## src/rtl/e203_clk_gate_mc_if.sv

```systemverilog
`default_nettype none
// ============================================================================
// Module      : e203_clk_gate_mc_if
// Description : Signal bundle between the clock-gating controller and its
//               environment.
//               master : drives test_mode, core_cgstop, ch_active, core_wfi;
//                        receives clk_en, wfi_ack.
//               slave  : the controller (inverse directions).
//   test_mode   1    force every clk_en bit high (combinational)
//   core_cgstop 1    disable idle gating, all channels on
//   ch_active   NCH  per-channel activity
//   core_wfi    1    core sleep request, held until woken
//   clk_en      NCH  per-channel enable to the ICG cells
//   wfi_ack     1    registered sleep acknowledge
// Revision    : 1.0  initial release
// ============================================================================
interface e203_clk_gate_mc_if #(
  parameter int NCH = 4
);
  logic           test_mode;
  logic           core_cgstop;
  logic [NCH-1:0] ch_active;
  logic           core_wfi;
  logic [NCH-1:0] clk_en;
  logic           wfi_ack;

  modport master (
    output test_mode, core_cgstop, ch_active, core_wfi,
    input  clk_en, wfi_ack
  );

  modport slave (
    input  test_mode, core_cgstop, ch_active, core_wfi,
    output clk_en, wfi_ack
  );
endinterface
`default_nettype wire

```

## src/rtl/e203_clk_gate_mc.sv

```systemverilog
`default_nettype none
// ============================================================================
// Module      : e203_clk_gate_mc
// Description : Multi-channel clock-gating controller. Each channel keeps its
//               clock enable high for HYST cycles after its last active
//               cycle. Channels in ALWAYS_ON_MASK ignore idleness.
//               Optional feature macro: E203_CG_WFI_HANDSHAKE_EN
//                 defined     -> RUN/DRAIN/SLEEP WFI state machine; SLEEP
//                                gates every channel and raises wfi_ack.
//                 not defined -> core_wfi ignored, wfi_ack tied low,
//                                always-on channels constantly enabled.
// Ports       : clk  - sole clock
//               rst  - synchronous active-high reset
//               cg   - e203_clk_gate_mc_if.slave (activity, wfi, enables)
// Revision    : 1.0  initial release
// ============================================================================
module e203_clk_gate_mc #(
  parameter int             NCH            = 4,
  parameter int             HYST           = 3,
  parameter int             CNT_W          = 4,
  parameter logic [NCH-1:0] ALWAYS_ON_MASK = NCH'(1)
) (
  input  wire logic          clk,
  input  wire logic          rst,
  e203_clk_gate_mc_if.slave  cg
);

  localparam logic [CNT_W-1:0] C_HYST = CNT_W'(HYST);

  logic [NCH-1:0] w_en_q;
  logic           w_sleep_nxt;   // next state is SLEEP: force every en_q low

`ifdef E203_CG_WFI_HANDSHAKE_EN
  typedef enum logic [1:0] {
    ST_RUN   = 2'd0,
    ST_DRAIN = 2'd1,
    ST_SLEEP = 2'd2
  } state_t;

  state_t r_state;
  state_t w_state_nxt;
  logic   r_wfi_ack;

  always_comb begin
    w_state_nxt = r_state;
    case (r_state)
      ST_RUN: begin
        if (cg.core_wfi) w_state_nxt = ST_DRAIN;
      end
      ST_DRAIN: begin
        // Withdrawn request wins; cgstop or any lingering enable holds DRAIN.
        if (!cg.core_wfi)
          w_state_nxt = ST_RUN;
        else if (!cg.core_cgstop && (cg.ch_active == '0) &&
                 ((w_en_q & ~ALWAYS_ON_MASK) == '0))
          w_state_nxt = ST_SLEEP;
      end
      ST_SLEEP: begin
        if (!cg.core_wfi || cg.core_cgstop || (cg.ch_active != '0))
          w_state_nxt = ST_RUN;
      end
      default: w_state_nxt = ST_RUN;
    endcase
  end

  always_ff @(posedge clk) begin
    if (rst) begin
      r_state   <= ST_RUN;
      r_wfi_ack <= 1'b0;
    end else begin
      r_state   <= w_state_nxt;
      r_wfi_ack <= (w_state_nxt == ST_SLEEP);
    end
  end

  assign w_sleep_nxt = (w_state_nxt == ST_SLEEP);
  assign cg.wfi_ack  = r_wfi_ack;
`else
  logic w_unused_wfi;
  assign w_unused_wfi = cg.core_wfi;
  assign w_sleep_nxt  = 1'b0;
  assign cg.wfi_ack   = 1'b0;
`endif

  for (genvar i = 0; i < NCH; i++) begin : g_ch
    logic [CNT_W-1:0] r_cnt;
    logic [CNT_W-1:0] w_cnt_nxt;
    logic             w_act;
    logic             w_en_nxt;
    logic             r_en;

    assign w_act = cg.ch_active[i] | cg.core_cgstop;

    // Reload on activity, otherwise count down and stick at zero.
    assign w_cnt_nxt = w_act            ? C_HYST :
                       (r_cnt != '0)    ? (r_cnt - 1'b1) : r_cnt;

    if (ALWAYS_ON_MASK[i]) begin : g_aon
      assign w_en_nxt = ~w_sleep_nxt;
    end else begin : g_idle
      // Enable on the sampling edge of activity, then while the counter
      // still has cycles left after this edge.
      assign w_en_nxt = ~w_sleep_nxt & (w_act | (w_cnt_nxt != '0));
    end

    always_ff @(posedge clk) begin
      if (rst) begin
        r_cnt <= C_HYST;
        r_en  <= 1'b1;
      end else begin
        r_cnt <= w_cnt_nxt;
        r_en  <= w_en_nxt;
      end
    end

    assign w_en_q[i] = r_en;
  end

  assign cg.clk_en = w_en_q | {NCH{cg.test_mode}};

endmodule
`default_nettype wire

```

## src/flat_wrapper.sv

```systemverilog
// flat-port wrapper written by rule: the top's interface ports become plain ports
module e203_clk_gate_mc_flat 
#(
  parameter int             NCH            = 4,
  parameter int             HYST           = 3,
  parameter int             CNT_W          = 4,
  parameter logic [NCH-1:0] ALWAYS_ON_MASK = NCH'(1)
)
  (clk, rst, cg_test_mode, cg_core_cgstop, cg_ch_active, cg_core_wfi, cg_clk_en, cg_wfi_ack);
  e203_clk_gate_mc_if #(.NCH(NCH)) cg_i ();
  input  wire logic clk;
  input  wire logic rst;
  input wire logic [$bits(cg_i.test_mode)-1:0] cg_test_mode;
  input wire logic [$bits(cg_i.core_cgstop)-1:0] cg_core_cgstop;
  input wire logic [$bits(cg_i.ch_active)-1:0] cg_ch_active;
  input wire logic [$bits(cg_i.core_wfi)-1:0] cg_core_wfi;
  output wire logic [$bits(cg_i.clk_en)-1:0] cg_clk_en;
  output wire logic [$bits(cg_i.wfi_ack)-1:0] cg_wfi_ack;
  assign cg_i.test_mode = cg_test_mode;
  assign cg_i.core_cgstop = cg_core_cgstop;
  assign cg_i.ch_active = cg_ch_active;
  assign cg_i.core_wfi = cg_core_wfi;
  assign cg_clk_en = cg_i.clk_en;
  assign cg_wfi_ack = cg_i.wfi_ack;
  e203_clk_gate_mc #(.NCH(NCH), .HYST(HYST), .CNT_W(CNT_W), .ALWAYS_ON_MASK(ALWAYS_ON_MASK)) u_core (.clk(clk), .rst(rst), .cg(cg_i));
endmodule
```

## config.mk

```make
export PLATFORM = sky130hd
export DESIGN_NAME = e203_clk_gate_mc_flat
export DESIGN_NICKNAME = d
export VERILOG_FILES = /design/src/rtl/e203_clk_gate_mc_if.sv /design/src/rtl/e203_clk_gate_mc.sv /design/src/flat_wrapper.sv
export SDC_FILE = /design/constraint.sdc
export NUM_CORES = 1
export LEC_CHECK = 0
export CORE_UTILIZATION = 50
export DETAILED_ROUTE_END_ITERATION = 8
export GPL_TIMING_DRIVEN = 1
export MAX_ROUTING_LAYER = met4
export PLACE_DENSITY = 0.76
export SYNTH_ARGS = -nofsm -noshare
export SYNTH_HDL_FRONTEND = slang
export SYNTH_SLANG_ARGS = --single-unit
```

## constraint.sdc

```tcl
create_clock -name clk -period 1.64 [get_ports clk]
set_input_delay 0.41 -clock clk [delete_from_list [all_inputs] [get_ports clk]]
set_output_delay 0.41 -clock clk [all_outputs]
set_load 0.05 [all_outputs]
```

==> summary.txt <==
Run status
  – Status: finished, final reports clean

Final layout
  – Fin util: 69.1%
  – Commonest non-fill, non-tap cell in the layout: dfxtp_1
  – N_diodes: 0
  – Layout cell share with drive strength beyond 1: about a fifth
  – Area Overhead vs Synth: 22.0%
  – Most frequent cells in the layout: 15 x dfxtp_1, 7 x nor2_1, 6 x inv_1, 6 x nor3_1, 6 x nand2_1
  – Post-layout net count: 116

Clock network
  – Post_cts resized: 8
  – CTS Hold Buffers Added: 0
  – CTS Sinks: 15
  – Worst-case clock buffer depth: 2
  – Root buffer cell: clkbuf_4
  – Worst-path clk slew: 0.09 ns
  – Skew-Pair Late Insertion Delay: 0.28 ns
  – CTS tree: yes
  – H-tree level count: 1
  – Post-CTS Setup Bufs: 0
  – CTS buffer count: 3

Die
  – Initial Utilization: 56.7%
  – Die height: between 40 and 50 µm
  – Placeable Area: 0.00138 mm²
  – Die W: between 40 and 50 µm
  – # IOs: 14
  – Die ar.: 0.00173 mm²
  – Rows: 13

Synthesis
  – Ys flop type: dfxtp_1
  – Post-synth EDFFs: 0
  – Synth top area share: 38.3%
  – Syn. warnings: 0
  – Synth top area cells: dfxtp_1 38%, mux2i_1 5.1%, ha_1 4.8%
  – Syn avg cell area: 9.00 µm²
  – Gate Count Post-Synth: 87
  – Synthesized net count: 99
  – Number of synthesized register bits: 15
  – Synthesized cell area: 783 µm²
  – Yosys top cell by area: dfxtp_1
  – Seq/Total Area, Yosys: 38.3%
  – Synth async-reset ratio: 0%
  – Yosys cell types: 32

Worst setup path
  – Kind of critical path: in2out
  – Crit path DAT: between 1 and 1.5 ns
  – Reg-to-Reg Start: u_core.g_ch[2].r_cnt[0]
  – Setup crit start kind: input port
  – Crit end category: primary output
  – Critical path origin: cg_test_mode
  – CP required: 1.23 ns
  – Crit Path Max Fanout: 3

Routing
  – Drt drc: 0
  – Total detailed-routing wirelength: 1.44 mm
  – Avg WL per Cell: 12.2 µm
  – Vias per cell: around 5.3
  – Drt first-iter violations: 9
  – DRT antenna net count: 0
  – Via count: 628
  – 1st-pass router iterations: 4

Min path
  – Hold WC Path Type: reg2reg
  – Hold path start: u_core.g_ch[2].r_cnt[3]

STA
  – Final hold viol count: 0
  – Min cycle time layout: about 1.5 ns
  – Count of final setup violators: 0
  – Clock Skew: between 0.003 and 0.004 ns
  – Tcrit/Tclk final: 93.5%
  – Unrepaired setup endpoints after global routing: false
  – Worst Slack Setup Final: 0.107 ns
  – Highest Clock Rate: between 0.6 and 0.7 GHz
  – Slew Viols, Final: 0

Global route
  – Vias in the first global route: 608
  – Pin count of the biggest net entering global routing: 9
  – GRT Total Usage: 19.1%
  – Global route overflow: 0
  – Initial antenna violation count: 0
  – First-pass GRT wire length: 2.50 mm

Placement
  – DP Worst Slack: -0.0961 ns
  – IO buf count: 9
  – Post-DP HPWL: between 1 and 1.5 mm
  – GPL Wtd Cong: 0.791

Run
  – Max-Cap Viols: 0

Power
  – Pwr Density: 679 mW/mm²
  – Pleak: 0.406 nW
  – Max VDD drop: 0.489 mV
logic make-up after synthesis:
family                     synth area share (%)
AOI/OAI and AO/OA                          8.95
xor gates and xnor gates                   4.47
adders and majority gates                  4.79
buffers and inverters                      4.79
DFF                                        38.3
muxes                                      9.42
other                                     0.959
and+or+nand+nor                            28.3
cells in the mapped netlist, types with 2 or more instances:
| master | count |
|---|---|
| mux2_2 | 3 |
| ha_1 | 3 |
| nor2_1 | 7 |
| nor2b_1 | 4 |
| or2_2 | 4 |
| mux2i_1 | 4 |
| o21ai_0 | 2 |
| dfxtp_1 | 15 |
| xnor2_1 | 3 |
| nor3_1 | 6 |
| nor3b_2 | 2 |
| nand2_1 | 6 |
| buf_4 | 2 |
| conb_1 | 2 |
| inv_1 | 6 |
| and2_1 | 2 |
power by group:
| part | internal (mW) | switching, mW | total (mW) |
|---|---|---|---|
| registers | 0.369 | 0.00301 | 0.372 |
| clock network | 0.0943 | 0.118 | 0.212 |
| logic | 0.0315 | 0.0337 | 0.0651 |
| total | 0.494 | 0.155 | 0.649 |
per-stage QoR:
| step | instances | power [mW] | hold WS, ns | setup TNS, ns | area [µm²] |
|---|---|---|---|---|---|
| 2_1_floorplan | 87 | 0.415 | 0.487 | 0 | 783 |
| 3_3_place_gp | 114 | 0.443 | 0.525 | -0.306 | 907 |
| 3_5_place_dp | 114 | 0.445 | 0.534 | -0.352 | 907 |
| 4_1_cts | 118 | 0.658 | 0.554 | 0 | 956 |
| 5_1_grt | 118 | 0.676 | 0.601 | 0 | 956 |
| 6_report | 118 | 0.649 | 0.565 | 0 | 956 |
worst max-delay path: stages:
cell	delay, ns
dlygate4sd2_1	0.25
or2_2	0.30
buf_6	0.16
path summary, 6_finish.rpt:
kind	to	slack, ns	depth (start not counted)
max	cg_clk_en[1]	0.11	3
min	u_core.g_ch[2].r_en	0.56	1
max reg2reg	u_core.g_ch[2].r_cnt[1]	0.13	5
min reg2reg	u_core.g_ch[2].r_en	0.56	1
sequential cells by signal (all words and copies together) (netlist names):
register and cells:
u_core.g_ch.r_cnt 12, u_core.g_ch.r_en 3
routing by layer:
metal,up-vias,track usage [%],wire [µm]
li1,328,-,-
met3,2,2.61,33
met1,290,23.6,674
met2,8,30.3,714
met4,0,9.68,14
met5,-,-,0
area by class of cell:
type | count | area, µm²
timing repair buffer | 14 | 138
multi-input combinational | 64 | 450
clock buffer | 4 | 26.3
fill | 119 | 427
sequential | 15 | 300
tap | 15 | 18.8
inverter | 6 | 22.5
Note: power is estimated with default switching activity, not from simulation.
